[src/rtl/alu_pkg.sv]
// Shared ALU issue definitions: opcodes, queued-operation record, issue FSM states.
// Latency: none (types, constants and a pure function only).
// Backpressure: not applicable.
package alu_pkg;

  localparam logic [4:0] OP_ADD  = 5'd0;
  localparam logic [4:0] OP_ADC  = 5'd1;
  localparam logic [4:0] OP_SUB  = 5'd2;
  localparam logic [4:0] OP_SBB  = 5'd3;
  localparam logic [4:0] OP_MUL  = 5'd4;
  localparam logic [4:0] OP_FADD = 5'd5;
  localparam logic [4:0] OP_FSUB = 5'd6;
  localparam logic [4:0] OP_FMUL = 5'd7;
  localparam logic [4:0] OP_AND  = 5'd8;
  localparam logic [4:0] OP_OR   = 5'd9;
  localparam logic [4:0] OP_XOR  = 5'd10;
  localparam logic [4:0] OP_NAND = 5'd11;
  localparam logic [4:0] OP_NOR  = 5'd12;
  localparam logic [4:0] OP_XNOR = 5'd13;
  localparam logic [4:0] OP_NOT  = 5'd14;
  localparam logic [4:0] OP_NEG  = 5'd15;

  localparam logic [4:0] OP_LAST_LEGAL = 5'd15;

  // One decoded operation as it sits in the issue queue (69 bits).
  typedef struct packed {
    logic [4:0]  opcode;
    logic [31:0] a;
    logic [31:0] b;
  } op_t;

  typedef enum logic [1:0] {
    ST_IDLE,
    ST_ISSUE,
    ST_HOLD
  } state_t;

  // Number of cycles an opcode must stay on the ALU inputs.
  function automatic int unsigned op_lat(input logic [4:0] opcode,
                                         input int unsigned mul_lat,
                                         input int unsigned fp_lat);
    case (opcode)
      OP_MUL, OP_FMUL:  return mul_lat;
      OP_FADD, OP_FSUB: return fp_lat;
      default:          return 32'd1;
    endcase
  endfunction

endpackage

[src/rtl/alu_issue_fifo.sv]
// Issue queue: DEPTH x op_t circular buffer with synchronous clear.
// Latency: a push is visible at the head the cycle after it is written.
// Backpressure: pushes while full and pops while empty are ignored; full/count go to the producer.
module issue_fifo
  import alu_pkg::*;
#(
  parameter int unsigned DEPTH = 4
) (
  input  logic                     clk,
  input  logic                     rst_n,
  input  logic                     clear,
  input  logic                     push,
  input  op_t                      push_dat,
  input  logic                     pop,
  output op_t                      pop_dat,
  output logic [$clog2(DEPTH):0]   count,
  output logic                     full,
  output logic                     empty
);

  localparam int unsigned AW = $clog2(DEPTH);
  localparam logic [AW:0] FULL_CNT = (AW+1)'(DEPTH);

  op_t           mem [DEPTH];
  logic [AW-1:0] wptr;
  logic [AW-1:0] rptr;
  logic          do_push;
  logic          do_pop;

  assign full    = (count == FULL_CNT);
  assign empty   = (count == '0);
  assign do_push = push & ~full;
  assign do_pop  = pop & ~empty;
  assign pop_dat = mem[rptr];

  // Pointer and occupancy bookkeeping; pointers wrap naturally at the power-of-two depth.
  always_ff @(posedge clk or negedge rst_n) begin
    if (!rst_n) begin
      wptr  <= '0;
      rptr  <= '0;
      count <= '0;
    end else if (clear) begin
      wptr  <= '0;
      rptr  <= '0;
      count <= '0;
    end else begin
      if (do_push) wptr <= wptr + 1'b1;
      if (do_pop)  rptr <= rptr + 1'b1;
      case ({do_push, do_pop})
        2'b10:   count <= count + 1'b1;
        2'b01:   count <= count - 1'b1;
        default: count <= count;
      endcase
    end
  end

  // Storage write; contents need no reset since count gates visibility.
  always_ff @(posedge clk) begin
    if (do_push && !clear) mem[wptr] <= push_dat;
  end

endmodule

[src/rtl/alu_issue.sv]
// ALU issue stage: queues decoded ops and drives registered opcode/operands/enable to the ALU.
// Latency: push at edge t pops at edge t+1; ALU sees enable in the cycle after t+1.
// Backpressure: in_ready drops only when the queue is full; multi-cycle ops stall pops while held.
module alu_issue
  import alu_pkg::*;
#(
  parameter int unsigned DEPTH   = 4,
  parameter int unsigned MUL_LAT = 3,
  parameter int unsigned FP_LAT  = 2
) (
  input  logic        clk,
  input  logic        rst_n,
  input  logic        flush,
  input  logic        in_valid,
  output logic        in_ready,
  input  logic [4:0]  in_opcode,
  input  logic [31:0] in_a,
  input  logic [31:0] in_b,
  output logic [4:0]  alu_opcode,
  output logic [31:0] alu_a,
  output logic [31:0] alu_b,
  output logic        alu_enable,
  output logic        busy,
  output logic        illegal
);

  localparam int unsigned HW = $clog2(MUL_LAT + FP_LAT + 1);

  state_t               state, state_n;
  logic [HW-1:0]        hold, hold_n;
  op_t                  alu_n;
  logic                 enable_n;
  logic                 illegal_n;
  logic                 pop;
  op_t                  head;
  op_t                  in_op;
  logic [$clog2(DEPTH):0] count;
  logic                 full;
  logic                 empty;
  int unsigned          head_lat;

  assign in_op    = '{opcode: in_opcode, a: in_a, b: in_b};
  assign in_ready = ~full;
  assign busy     = alu_enable | (count != '0);
  assign head_lat = op_lat(head.opcode, MUL_LAT, FP_LAT);

  issue_fifo #(.DEPTH(DEPTH)) u_fifo (
    .clk      (clk),
    .rst_n    (rst_n),
    .clear    (flush),
    .push     (in_valid & ~flush),
    .push_dat (in_op),
    .pop      (pop),
    .pop_dat  (head),
    .count    (count),
    .full     (full),
    .empty    (empty)
  );

  // Next-state and next-output selection: pop the head when not holding a multi-cycle op.
  always_comb begin
    state_n   = state;
    hold_n    = hold;
    alu_n     = '{opcode: alu_opcode, a: alu_a, b: alu_b};
    enable_n  = alu_enable;
    illegal_n = 1'b0;
    pop       = 1'b0;
    case (state)
      ST_IDLE, ST_ISSUE: begin
        if (!empty) begin
          pop = 1'b1;
          if (head.opcode > OP_LAST_LEGAL) begin
            // Dropped op still burns this issue slot.
            illegal_n = 1'b1;
            enable_n  = 1'b0;
            state_n   = ST_IDLE;
          end else begin
            alu_n    = head;
            enable_n = 1'b1;
            hold_n   = HW'(head_lat - 1);
            state_n  = (head_lat > 1) ? ST_HOLD : ST_ISSUE;
          end
        end else begin
          enable_n = 1'b0;
          state_n  = ST_IDLE;
        end
      end
      ST_HOLD: begin
        hold_n = hold - 1'b1;
        if (hold == HW'(1)) state_n = ST_ISSUE;
      end
      default: begin
        state_n  = ST_IDLE;
        enable_n = 1'b0;
      end
    endcase
  end

  // State and ALU-facing registers; flush abandons queued and in-flight work.
  always_ff @(posedge clk or negedge rst_n) begin
    if (!rst_n) begin
      state      <= ST_IDLE;
      hold       <= '0;
      alu_opcode <= '0;
      alu_a      <= '0;
      alu_b      <= '0;
      alu_enable <= 1'b0;
      illegal    <= 1'b0;
    end else if (flush) begin
      state      <= ST_IDLE;
      hold       <= '0;
      alu_enable <= 1'b0;
      illegal    <= 1'b0;
    end else begin
      state      <= state_n;
      hold       <= hold_n;
      alu_opcode <= alu_n.opcode;
      alu_a      <= alu_n.a;
      alu_b      <= alu_n.b;
      alu_enable <= enable_n;
      illegal    <= illegal_n;
    end
  end

endmodule

[config.mk]
export PLATFORM = sky130hd
export DESIGN_NAME = alu_issue
export DESIGN_NICKNAME = d
export VERILOG_FILES = /design/src/rtl/alu_pkg.sv /design/src/rtl/alu_issue_fifo.sv /design/src/rtl/alu_issue.sv
export SDC_FILE = /design/constraint.sdc
export NUM_CORES = 1
export LEC_CHECK = 0
export CAP_MARGIN = 20
export CELL_PAD_IN_SITES_DETAIL_PLACEMENT = 0
export CELL_PAD_IN_SITES_GLOBAL_PLACEMENT = 2
export CORE_MARGIN = 4
export CORE_UTILIZATION = 35
export CTS_CLUSTER_SIZE = 25
export DETAILED_ROUTE_END_ITERATION = 10
export PLACE_DENSITY_LB_ADDON = 0.25
export SLEW_MARGIN = 5
export SYNTH_ARGS = -nofsm -noshare
export SYNTH_HDL_FRONTEND = slang
export SYNTH_HIERARCHICAL = 1
export SYNTH_SLANG_ARGS = --single-unit
[constraint.sdc]
create_clock -name clk -period 4.8 [get_ports clk]
set_input_delay 1.2 -clock clk [delete_from_list [all_inputs] [get_ports clk]]
set_output_delay 1.2 -clock clk [all_outputs]
set_load 0.1 [all_outputs]
=== Yosys cells after proc, flatten, opt, wreduce, memory -nomap -nowiden ===
Memory sizes are Yosys's and may differ from the RTL's.
Index checks and enable logic that the tools add are counted.

* Bits in registers: 83
* RAM bits: 276
* Input bits: 73
* Output and inout bits: 73
* Logic and storage cells: 84
* Memories kept: 1

{| class="wikitable"
|+ Memory list
! memory !! words !! width !! read ports !! clocked after Yosys merged registers in !! wr ports !! RTL line !! RTL
|-
| u_fifo.mem || 4 || 69 || 1 || 0 || 1 || alu_issue_fifo.sv:24 || <nowiki>op_t mem [DEPTH];</nowiki>
|}

* Add/subtract/negate cells: 6
* Order comparisons: 2
* Equality and inequality tests: 14
* Mux-type cells: 29
* Bitwise logic cells: 8
* Reductions and logical operators: 14

{| class="wikitable"
|+ Operator list
! kind !! number
|-
| > comparator 32 x 1 -> 1 bit, second input constant || 1
|-
| equality test 5 x 3 -> 1 bit, second input constant || 4
|-
| two-way mux 2 bit || 9
|-
| two-way mux 3 bit || 4
|-
| one-hot mux 3 bit (2 select lines) || 2
|-
| two-way mux 1 bit || 11
|-
| != test 3 bit, second input constant || 3
|-
| nonzero test 3 bit || 3
|-
| subtractor 3 x 1 -> 3 bit, second input constant || 3
|-
| one-hot mux 2 bit (2 select lines) || 2
|-
| OR reduction 2 bit || 3
|-
| > comparator 5 x 4 -> 1 bit, second input constant || 1
|-
| adder 2 x 1 -> 2 bit, second input constant || 2
|-
| equality test 2 x 1 -> 1 bit, second input constant || 2
|-
| equality test 2 bit, second input constant || 2
|-
| NOT 1 bit || 4
|-
| AND reduction 4 bit || 1
|-
| nonzero test 2 bit || 2
|-
| adder 3 x 1 -> 3 bit, second input constant || 1
|-
| AND 1 bit || 3
|-
| equality test 3 x 1 -> 1 bit, second input constant || 1
|-
| equality test 3 bit, second input constant || 1
|-
| zero test 3 bit || 1
|-
| AND reduction 3 bit || 1
|-
| 6 further kinds || 6
|}

=== Depth between registers and ports, before layout ===
Gate-level depths: netlist of run 1.
An unclocked memory read counts as a cell.

* Word-level depth: 10
* Gate-level depth with buffers: 10
* Depth with buffers taken out: 8

=== Hierarchy ===
Netlist of run 1, hierarchy kept.

{| class="wikitable"
|+ Modules (own cells, without submodules)
! module !! times used !! cells an instance !! area an instance (um^2) !! sequential area each (um^2)
|-
| issue_fifo || 1 || 425 || 10,512.6 || 8,463.1
|-
| alu_issue || 1 || 186 || 2,990.4 || 1,901.8
|}

=== Worst setup path after synthesis of run 1 ===
Ideal clock, no wire load.

* Path type: input-to-reg
* Start: in flush
* End: mem u_fifo/mem[0][0] (netlist name), enable pin
* Setup time: 0.435 ns
* Data arrival time: 3.842 ns
* Data required time: 4.365 ns
* Slack: 0.523 ns
* Cell stages on the path: 6
* Buffers on the path: 2
* Cell sequence: clkbuf_1 -> nor2b_1 -> buf_2 -> inv_1 -> nor3_1 -> and2_1

* Cells in the longest elaborated chain, start to end: 6
* Elaborated cells between the ends (all ways): 7
* Those cells by class: mux (2); bitwise (3); reduce/logical (2)

{| class="wikitable"
|+ Ends and longest elaborated chain
! item !! RTL line !! RTL
|-
| from (decl) || alu_issue.sv:13 || <nowiki>input logic flush,</nowiki>
|-
| NOT 1 bit (no line) || -- ||
|-
| AND 1 bit || alu_issue.sv:51 || <nowiki>.push (in_valid & ~flush),</nowiki>
|-
| AND 1 bit || alu_issue_fifo.sv:32 || <nowiki>assign do_push = push & ~full;</nowiki>
|-
| logical AND 1 bit * || alu_issue_fifo.sv:59 || <nowiki>if (do_push && !clear) mem[wptr] <= push_dat;</nowiki>
|-
| two-way mux 1 bit * || alu_issue_fifo.sv:59 ||
|-
| two-way mux 1 bit (implied by the code) * || alu_issue_fifo.sv:59 ||
|-
| to (decl) || alu_issue_fifo.sv:24 ||
|}

Mark *: on every way between the ends. The rest lies on a longest branch, timed or not.

=== Worst setup path after layout of run 1 ===
* Start: reg u_fifo.count[0]
* End: out busy

* Cells in the longest elaborated chain, start to end: 2

{| class="wikitable"
|+ Ends and longest elaborated chain
! item !! RTL line !! RTL
|-
| from (decl) || alu_issue_fifo.sv:16 || <nowiki>output logic [$clog2(DEPTH):0] count,</nowiki>
|-
| from (signal assigned) || alu_issue_fifo.sv:50 || <nowiki>2'b10: count <= count + 1'b1;</nowiki>
|-
| from (signal assigned) || alu_issue_fifo.sv:51 || <nowiki>2'b01: count <= count - 1'b1;</nowiki>
|-
| from (signal assigned) || alu_issue_fifo.sv:52 || <nowiki>default: count <= count;</nowiki>
|-
| nonzero test 3 bit || alu_issue.sv:44 || <nowiki>assign busy = alu_enable | (count != '0);</nowiki>
|-
| bitwise OR 1 bit || alu_issue.sv:44 ||
|-
| to (decl) || alu_issue.sv:23 || <nowiki>output logic busy,</nowiki>
|}

No other way between the ends.

==> flow_summary.yaml, run 1 <==
layout:
  nFillCells: 3269
  area_delta_synth_final_pct: 24.9
  register_area_mm2: 0.0104
  drive_above_1_share: 0.274
  multi_input_area_mm2: 0.00291
  nets: 859
  fin_cells: 1321
  final_cell_mix: "276 x edfxtp_1, 144 x clkdlybuf4s50_1, 81 x dfrtp_1"
  final_common_cell: "edfxtp_1"
die:
  die_h_um: 204
  initial_core_util: 0.357
  die_w_um: 204
  io_pins: 146
  core_mm2: 0.0378
  std_cell_rows: 71
  die_area_mm2: 0.0418
critical_path:
  crit_path_start_kind: "flip-flop"
  critPathTopFamily: "buffers and inverters"
  crit_start: "u_fifo/count[0]"
  endpoint_kind: "output pin"
  critPathMaxStageDelay_ps: 980
  arrival_ps: 2590
  ff2ff_setup_slack_ps: 1520
  crit_buf_inv: 1
  r2r_end: "alu_opcode[3]"
  r2r-start: "u_fifo/rptr[0]"
  path_max_fanout: 13
  cp_slowest_cell: "clkdlybuf4s50_1"
  path_cells: "or4_1 > clkdlybuf4s50_1"
  cp_data_required_time_ps: 3600
  crit_type: "flip-flop to output pin"
  r2r_cells: 5
pwr:
  power_mw: 11.1
  p_leak_nw: 5.64
  peakVddDrop_uv: 418
  p_per_area_mw_per_mm2: 659
synthesis:
  synth_warnings: 6
  syn_nets: 691
  ys_types: 43
  synth-async-reset-ratio: 0.231
  synth_cells: 611
  synth-adder-area-share: 0.00704
  syn_area_per_cell_um2: 22.1
  ys_ff_latch: 359
  synthMuxAreaShare: 0.173
  synth_edf_count: 276
  synth_flop_cell: "edfxtp_1"
  ys_seq_area_frac: 0.768
  synth_top_family_by_area: "multiplexers"
  syn_area_mm2: 0.0135
  synth_compound_area_frac: 0.0133
  synthSimpleGateAreaFrac: 0.0186
  synth_xor_area_frac: 0.00324
place:
  io_buffers: 145
  finalWeightedCongestion: 0.682
  hpwlAfterDp_mm: 17.1
  dp.cells: 1248
run_status:
  outcome: "finished clean"
timing:
  rsz0062_at_grt: "no"
  hold_viol_final: 0
  finalSetupViolCount: 0
  fin_crit_ps: 3790
  fin_crit_sh: 0.790
  fmax_mhz: 264
  finClkSkew_ps: 22.8
  maxSlewViolCount: 0
  finalSetupTns_ps: 0
  tightest_slew_ps: 1050
  timing.slew.headroom: 0.298
drt:
  wl_per_cell_um: 20.9
  drt_wl_total_mm: 27.7
  vias: 6305
  routed_via_density: 4.77
  dr.pass1.iters: 4
  drc_errors: 0
  final_antenna_net_count: 0
  drt_iter0_markers: 399
cts:
  cts.sinks: 359
  htree_num_levels: 2
  cts-root-buf: "clkbuf_16"
  clk_latency_ps: 530
  clk_pin_slew_ps: 50
  clk_path_buf_depth: 3
  ctsResizeCount: 0
  post_cts_buffers: 0
  ctsHoldBuffers: 0
  cts_tree: "done"
  numCtsBuffers: 39
global_route:
  antenna_found_initial: 1
  grt_start_max_net_pins: 70
  grt_use_total: 0.134
  grt.overflow.total: 0
  grt_pass1_wl_mm: 43.0
  grt_pass1_vias: 7076
hold_path:
  min_path_type: "flip-flop to flip-flop"
  min_to: "alu_b[26]"
  whs_path_depth: 1
  hp-start: "alu_b[26]"
flow_run:
  max-cap-violations: 0
[worst max-delay path by stage]
stage	slack, ps	depth (start not counted)	end
finish	1010	2	busy
global route	920	2	busy
CTS	980	2	busy
detailed placement	950	8	u_fifo/mem[0][39]
global placement	990	8	u_fifo/mem[2][39]
floorplan	520	6	u_fifo/mem[0][0]
[final cells by class]
| class | instances | share of cell area |
|---|---|---|
| clock inverter | 19 | 0.0121 |
| antenna | 1 | 0.000148 |
| tap | 511 | 0.0379 |
| timing repair buffer | 157 | 0.0954 |
| sequential | 359 | 0.615 |
| clock buffer | 52 | 0.0651 |
| inverter | 7 | 0.00156 |
| multi-input combinational | 215 | 0.173 |
[report_power, final]
| group | internal [mW] | switching, mW |
|---|---|---|
| clock | 1.82 | 1.16 |
| sequential | 3.72 | 0.253 |
| combinational | 1.21 | 2.93 |
| total | 6.76 | 4.34 |
[cell usage after synthesis (2+ instances only)]
| cell type | count | area (um^2) |
|---|---|---|
| o21ai_0 | 5 | 25.0 |
| ha_1 | 6 | 75.1 |
| buf_4 | 8 | 60.1 |
| and2_1 | 4 | 25.0 |
| a22o_1 | 2 | 17.5 |
| inv_1 | 7 | 26.3 |
| a22oi_1 | 2 | 15.0 |
| or2_2 | 2 | 12.5 |
| buf_6 | 8 | 90.1 |
| xor2_1 | 2 | 17.5 |
| edfxtp_1 | 276 | 8290 |
| nand3b_1 | 3 | 22.5 |
| nand2b_1 | 5 | 31.3 |
| xnor2_1 | 3 | 26.3 |
| mux2_2 | 69 | 777 |
| nor2b_1 | 4 | 25.0 |
| a21oi_1 | 7 | 35.0 |
| dfrtp_1 | 83 | 2080 |
| nor2_1 | 9 | 33.8 |
| buf_2 | 6 | 30.0 |
| a2111oi_0 | 2 | 17.5 |
| or3_1 | 2 | 12.5 |
| mux4_2 | 69 | 1550 |
| clkbuf_1 | 8 | 30.0 |
[routing by layer]
metal  share of wire  up-vias  GRT usage  wire length [um]
met3           0.057       38     0.0336              1580
li1                -     2810          -                 -
met5               0        -          0                 0
met1            0.45     3295      0.185             12400
met2            0.48      162      0.215             13300
met4           0.016        0     0.0328               452
[state kept, by name, summed over array words and instances, names as in the netlist]
name and flops:
state 2, illegal 1, u_fifo/count 3, hold 3, u_fifo/rptr 2, alu_enable 1, u_fifo/wptr 2, u_fifo/mem 276
alu_b 32, alu_opcode 5, alu_a 32
[cell families after synthesis]
logic type,Yosys count
DFF,359
muxes,138
and+or+nand+nor,39
buffers and inverters,37
AOI/OAI and AO/OA,26
adders and majority gates,7
xor gates and xnor gates,5
[metrics by stage]
stage	hold WS [ps]	util	area [um^2]	setup WS [ps]
final	501	0.446	16900	1010
after global routing	527	0.446	16900	917
after CTS	505	0.445	16800	976
after detailed placement	493	0.410	15500	948
after global placement	489	0.410	15500	994
after floorplan	452	-	13500	523
[worst register-to-register path: cells and delay by family, from the launching register on]
kind | cells | cell delay (ps)
buffers and inverters | 1 | 450
flip-flops | 1 | 740
multiplexers | 2 | 1020
AND/OR/NAND/NOR | 2 | 960
Note: power is estimated with default switching activity, not from simulation.
==> run 2: changes to the inputs <==
==> constraint.sdc (replaced) <==
create_clock -name clk -period 3.7 [get_ports clk]
set_input_delay 0.925 -clock clk [delete_from_list [all_inputs] [get_ports clk]]
set_output_delay 0.925 -clock clk [all_outputs]
set_load 0.1 [all_outputs]
==> flow_summary.yaml, run 2 (synthesized netlist as in run 1, its figures left out) <==
run_status:
  outcome: "finished clean"
timing:
  finalSetupViolCount: 0
  fin_crit_ps: 2970
  hold_viol_final: 0
  finalSetupTns_ps: 0
  rsz0062_at_grt: "no"
  tightest_slew_ps: 1000
  finClkSkew_ps: 21.0
  maxSlewViolCount: 0
  fin_crit_sh: 0.803
  timing.slew.headroom: 0.330
  timing.hold.ws_ps: 499
  setup_ws_ps: 728
  fmax_mhz: 337
cts:
  cts-root-buf: "clkbuf_16"
  post_cts_buffers: 0
  ctsResizeCount: 0
  cts.sinks: 359
  htree_num_levels: 2
  ctsHoldBuffers: 0
  clk_latency_ps: 530
  clk_path_buf_depth: 3
  clk_pin_slew_ps: 60
  cts_tree: "done"
  numCtsBuffers: 40
die:
  core_mm2: 0.0378
  io_pins: 146
  die_w_um: 204
  initial_core_util: 0.357
  die_h_um: 204
  std_cell_rows: 71
  die_area_mm2: 0.0418
critical_path:
  r2r_cells: 5
  endpoint_kind: "output pin"
  critPathMaxStageDelay_ps: 1140
  crit_type: "flip-flop to output pin"
  crit_path_start_kind: "flip-flop"
  cp_data_required_time_ps: 2770
  path_cells: "clkdlybuf4s50_1"
  r2r_end: "alu_a[21]"
  arrival_ps: 2050
  path_max_fanout: 2
  crit_buf_inv: 1
  critPathTopFamily: "buffers and inverters"
  ff2ff_setup_slack_ps: 1110
  r2r-start: "u_fifo/rptr[1]"
  cp_slowest_cell: "clkdlybuf4s50_1"
hold_path:
  min_path_type: "input port to asynchronous set/reset pin"
layout:
  nFillCells: 3236
  nets: 864
  final_cell_mix: "276 x edfxtp_1, 125 x clkdlybuf4s50_1, 81 x dfrtp_1"
  area_delta_synth_final_pct: 25.3
  drive_above_1_share: 0.308
  regMostFlops: "u_fifo/mem"
  largest_reg_flops: 276
  largestRegisters: "u_fifo/mem (276), alu_a (32), alu_b (32)"
  final_common_cell: "edfxtp_1"
  fin_area_mm2: 0.0169
place:
  placed_area_mm2: 0.0156
  hpwlAfterDp_mm: 17.7
  io_buffers: 145
  finalWeightedCongestion: 0.716
  dp_slack_ps: 469
pwr:
  clkPwrFrac: 0.268
  p_per_area_mw_per_mm2: 849
  p_leak_nw: 5.69
  swShare: 0.392
  p_int_mw: 8.73
  p_seq_frac: 0.357
  peakVddDrop_uv: 569
  pwr-share-comb: 0.375
  power_mw: 14.4
  switchingPower_mw: 5.64
drt:
  dr.pass1.iters: 4
  wl_per_cell_um: 20.8
  final_antenna_net_count: 0
  drc_errors: 0
  drt_wl_total_mm: 27.7
  vias: 6289
  drt_iter0_markers: 309
  routed_via_density: 4.74
flow_run:
  max-cap-violations: 0
global_route:
  grt_pass1_vias: 6941
  grt_use_total: 0.134
  antenna_found_initial: 1
  grt.overflow.total: 0
  grt_start_max_net_pins: 71
  grt_pass1_wl_mm: 42.8
==> run 2: changes by cell type in the layout (fill, tap and decap cells not counted), sizes merged <==
cell           change
bufinv             -1
clkdlybuf4s50     -19
buf               +23
inv                -1
clkinvlp           +4
clkinv             +1
==> run 2: stage by stage <==
step	util	cells
2_1_floorplan	-	611
3_3_place_gp	0.412	1253
3_5_place_dp	0.412	1253
4_1_cts	0.447	1327
5_1_grt	0.447	1327
6_report	0.447	1328
==> run 2: per-layer routing <==
metal,vias up,GRT usage,share of wire
met1,3275,0.187,0.44
met2,161,0.217,0.49
met3,31,0.0306,0.054
met4,0,0.0328,0.014
li1,2822,-,-
met5,-,0,0
==> run 2: how the worst max path moves through the flow <==
stage,depth (start not counted),to,start,slack (ps)
after floorplan,6,u_fifo/mem[0][0],flush,450
after global placement,6,u_fifo/mem[0][22],in_valid,490
after detailed placement,6,u_fifo/mem[0][26],in_valid,470
after CTS,1,alu_a[15],alu_a[15],660
after global routing,1,alu_a[15],alu_a[15],650
final,1,alu_a[15],alu_a[15],730
==> run 2: power by group through the flow <==
stage               clock [mW]  sequential, mW  combinational [mW]
CTS                       3.99            5.14                5.46
global route              4.19            5.18                5.60
global placement             0            5.19                5.40
floorplan                    0            7.90                1.46
finish                    3.86            5.13                5.38
detailed placement           0            5.22                5.44
==> run 2: final cells by class <==
class,count,area [um^2],area share
diodes,1,2.50,0.000148
clock buffers,52,1120,0.0661
clock inverters,22,203,0.0120
inverters,7,26.3,0.00155
multi-input cells,215,2910,0.172
flip-flops and latches,359,10400,0.613
well taps,511,639,0.0378
repair buffers,161,1650,0.0973
==> run 3: changes to the inputs <==
==> constraint.sdc (replaced) <==
create_clock -name clk -period 2.6 [get_ports clk]
set_input_delay 0.65 -clock clk [delete_from_list [all_inputs] [get_ports clk]]
set_output_delay 0.65 -clock clk [all_outputs]
set_load 0.1 [all_outputs]
==> flow_summary.yaml, run 3 (synthesized netlist as in run 1, its figures left out) <==
drt:
  drt_wl_total_mm: 28.4
  vias: 6410
  routed_via_density: 4.81
  drt_iter0_markers: 347
  drc_errors: 0
  final_antenna_net_count: 0
  wl_per_cell_um: 21.3
  dr.pass1.iters: 4
pwr:
  swShare: 0.396
  switchingPower_mw: 8.01
  clkPwrFrac: 0.263
  power_mw: 20.2
  p_per_area_mw_per_mm2: 1200
  p_leak_nw: 5.77
  peakVddDrop_uv: 996
  pwr-share-comb: 0.377
  p_int_mw: 12.2
  p_seq_frac: 0.360
cts:
  ctsHoldBuffers: 0
  clk_pin_slew_ps: 60
  numCtsBuffers: 38
  htree_num_levels: 2
  clk_latency_ps: 530
  cts.sinks: 359
  cts_tree: "done"
  clk_path_buf_depth: 3
  cts-root-buf: "clkbuf_16"
layout:
  nets: 871
  final_cell_mix: "276 x edfxtp_1, 83 x buf_4, 81 x dfrtp_1"
  regMostFlops: "u_fifo/mem"
  largest_reg_flops: 276
  utilization: 0.445
  final_common_cell: "edfxtp_1"
  area_delta_synth_final_pct: 24.8
  largestRegisters: "u_fifo/mem (276), alu_a (32), alu_b (32)"
  n_antenna_cell: 0
  nFillCells: 3285
  fin_cells: 1332
  drive_above_1_share: 0.367
  fin_area_mm2: 0.0169
critical_path:
  setup.worst_path.end: "busy"
  path_max_fanout: 10
  r2r_end: "alu_b[7]"
  r2r-start: "u_fifo/rptr[0]"
  crit_path_start_kind: "flip-flop"
  cp_data_required_time_ps: 1950
  r2r_cells: 5
  crit_start: "u_fifo/count[1]"
  endpoint_kind: "output pin"
  crit_type: "flip-flop to output pin"
  arrival_ps: 1850
  ff2ff_setup_slack_ps: 170
timing:
  hold_viol_final: 0
  fmax_mhz: 400
  fin_crit_sh: 0.962
  tightest_slew_ps: 798
  finalSetupTns_ps: 0
  maxSlewViolCount: 0
  rsz0062_at_grt: "no"
  timing.slew.headroom: 0.468
  finClkSkew_ps: 23.6
  finalSetupViolCount: 0
  fin_crit_ps: 2500
place:
  dp.cells: 1262
  finalWeightedCongestion: 0.711
  placed_area_mm2: 0.0156
  hpwlAfterDp_mm: 18.3
  io_buffers: 145
hold_path:
  min_path_type: "input port to asynchronous set/reset pin"
die:
  die_area_mm2: 0.0418
  io_pins: 146
  core_mm2: 0.0378
  initial_core_util: 0.357
  std_cell_rows: 71
  die_h_um: 204
  die_w_um: 204
global_route:
  grt_use_total: 0.138
  grt_start_max_net_pins: 71
  antenna_found_initial: 0
  grt_pass1_vias: 6967
  grt_pass1_wl_mm: 43.7
  grt.overflow.total: 0
run_status:
  outcome: "finished clean"
flow_run:
  max-cap-violations: 0
==> run 3: power by group through the flow <==
| stage | Sequential [mW] | Combinational, mW | Clock [mW] |
|---|---|---|---|
| 2_1_floorplan | 11.2 | 2.08 | 0 |
| 3_3_place_gp | 7.36 | 7.65 | 0 |
| 3_5_place_dp | 7.39 | 7.71 | 0 |
| 4_1_cts | 7.28 | 7.72 | 5.50 |
| 5_1_grt | 7.36 | 7.94 | 5.77 |
| 6_report | 7.27 | 7.63 | 5.32 |
==> run 3: layout make-up <==
class / count / area (um^2) / area share
clock inverters: 19 / 228 / 0.0135
well taps: 511 / 639 / 0.0379
inverters: 7 / 26.3 / 0.00156
clock buffers: 51 / 1010 / 0.0599
multi-input cells: 215 / 2930 / 0.174
repair buffers: 170 / 1650 / 0.0981
flip-flops and latches: 359 / 10400 / 0.615
==> run 3: layer usage <==
layer | wire length, um | track usage
met2 | 13900 | 0.223
met4 | 477 | 0.0330
met5 | 0 | 0
met1 | 12500 | 0.192
met3 | 1520 | 0.0298
==> run 3: through the flow <==
stage / hold WS, ps / setup slack (ps)
final: 138 / 99.2
after global routing: 169 / 21.7
after CTS: 149 / 84.2
after detailed placement: 496 / -136
after global placement: 491 / -96.5
after floorplan: 354 / 24.2
==> run 3: what timing repair did <==
action                     CTS  global route
setup buffers                0             0
setup endpoints to repair    0             1
gates resized for setup      0             1
==> run 3: worst min path at each step <==
stage | startpoint | endpoint | slack [ps]
finish | rst_n | alu_a[24] | 140
global route | rst_n | alu_a[25] | 170
CTS | rst_n | alu_opcode[4] | 150
detailed placement | alu_opcode[4] | alu_opcode[4] | 500
global placement | alu_opcode[4] | alu_opcode[4] | 490
floorplan | rst_n | alu_a[0] | 350
==> run 3: critical path, stage by stage, from the launching register on <==
cell     delay, ps
dfrtp_1        370
buf_4          180
or4_1          540
buf_4          250
==> variant: new RTL, settings of run 2 <==
The parameter `MUL_LAT` goes from 3 to 2.
--- a/src/rtl/alu_issue.sv
+++ b/src/rtl/alu_issue.sv
@@ -6,5 +6,5 @@
 #(
   parameter int unsigned DEPTH   = 4,
-  parameter int unsigned MUL_LAT = 3,
+  parameter int unsigned MUL_LAT = 2,
   parameter int unsigned FP_LAT  = 2
 ) (
Behaviour: not the same (Yosys sat finds a counterexample within 10 cycles, from zero or initial values and one cycle with rst_n low).
==> variant against run 2 <==
  * Setup slack got worse by 16 ps
  * Power increased by 0.32%
  * Area after synthesis unchanged
  * Wire length increased by 0.67%
  * Register-to-register slack got worse by 270 ps
  * Cell area about the same
  * Hold slack got worse by 62 ps
  * Sequential cell count unchanged
==> variant: results (changes against run 2) <==
* Crit path to: alu_b[5]
* Reg2reg setup slack at 840 ps (-270 ps)
* Tightest Pin Transition at 983 ps (-19.3 ps)
* Slowest stage delay, CP at 1160 ps (+20 ps)
* Share of post-route cells with drive strength above 1 at 31.6% (+0.81 points)
* Net switching fraction of the power at 39.2% (about the same)
* Post-synth EDFFs at 276 (unchanged)
* Crit path max-delay family: buffers and inverters
* Fin nets at 862 (-0.23%)
* Worst reg2reg endpoint: u_fifo/count[1]
* Initial antenna violation count at 0 (-1)
* Dpl hpwl at 16.7 mm (-5.5%)
* Peak VDD IR at 0.490 mV (-14%)
* Top cells by area, synth: edfxtp_1 (61%), dfrtp_1 (15%), mux4_2 (12%)
* Compound-Gate Fraction of Synth Area at 1.26% (-0.074 points)
* GR Util All Layers at 13.5% (+0.075 points)
* CTS clock-pin slew for the worst setup and hold paths at 60 ps (about the same)
* DRT Wirelength at 27.9 mm (+0.67%)
* Largest net degree at the start of global routing at 70 (-1.4%)
* FILL cells at 3278 (+1.3%)
* Clock skew at 20.9 ps (-0.129 ps)
* CTS Buffer Depth at 3 (unchanged)
* Routed length on met1 at 11.4 mm (-5.9%)
* Run status: complete, no violations
* Met2 wire len at 14.7 mm (+7.8%)
* Met3 WL at 1.31 mm (-13%)
* Top cells by count, synth: edfxtp_1 (276), dfrtp_1 (83), mux4_2 (69), mux2_2 (64)
* Clock Latency Late Sink at about 520 ps
* Register area share after synthesis at 76.8% (unchanged)
* Routing usage on met2 at 23.7% (+1.9 points)
* Synth Net Count at 689 (-0.29%)
* Worst R2R Path Depth at 8 (+3)
* Yosys cell types at 46 (+7.0%)
* Vias in the first global route at 7061 (+1.7%)
* Placer Congestion at 0.699 (-2.3%)
* ANT cells at 0 (-1)
* Met3 Usage GRT at 2.76% (-0.30 points)
* Met1 Use GR at 17.5% (-1.2 points)
* Post-synthesis mux area share at 17.3% (+0.028 points)
* Worst setup path start: alu_b[5]
* R2R Path Start: u_fifo/count[0]
* Iter 0 DRT Violations at 372 (+20%)
* First-pass GRT wire length at 43.3 mm (+1.1%)
* Post-Synth XOR/XNOR Area at 0.195% (-0.13 points)
[variant: cell count changes in the layout (fill, tap and decap cells not counted), moves of 4 or more]
cell	run 2	this run
inv_6	0	4
mux2_4	0	4
clkbuf_8	3	7
mux2_2	69	64
[variant: power by group through the flow]
stage	registers [mW]	clock network (mW)	logic, mW
global placement	5.21	0	5.37
global route	5.20	4.27	5.57
floorplan	7.90	0	1.46
finish	5.13	3.93	5.35
CTS	5.16	4.05	5.43
detailed placement	5.23	0	5.42
[variant: metrics by stage]
stage          area [um^2]  std cells  setup slack [ps]  hold WS [ps]
2_1_floorplan        13500        609               580           510
3_3_place_gp         15600       1250               488           488
3_5_place_dp         15600       1250               397           494
4_1_cts              16900       1324               647           442
5_1_grt              16900       1325               551           459
6_report             16900       1325               712           436
[variant: cell type report]
class	count	area, um^2	share of cell area (%)
clock buffers	57	1160	6.83
repair buffers	161	1650	9.73
flip-flops and latches	359	10400	61.3
clock inverters	17	176	1.04
well taps	511	639	3.78
inverters	7	26.3	0.155
multi-input cells	213	2910	17.2
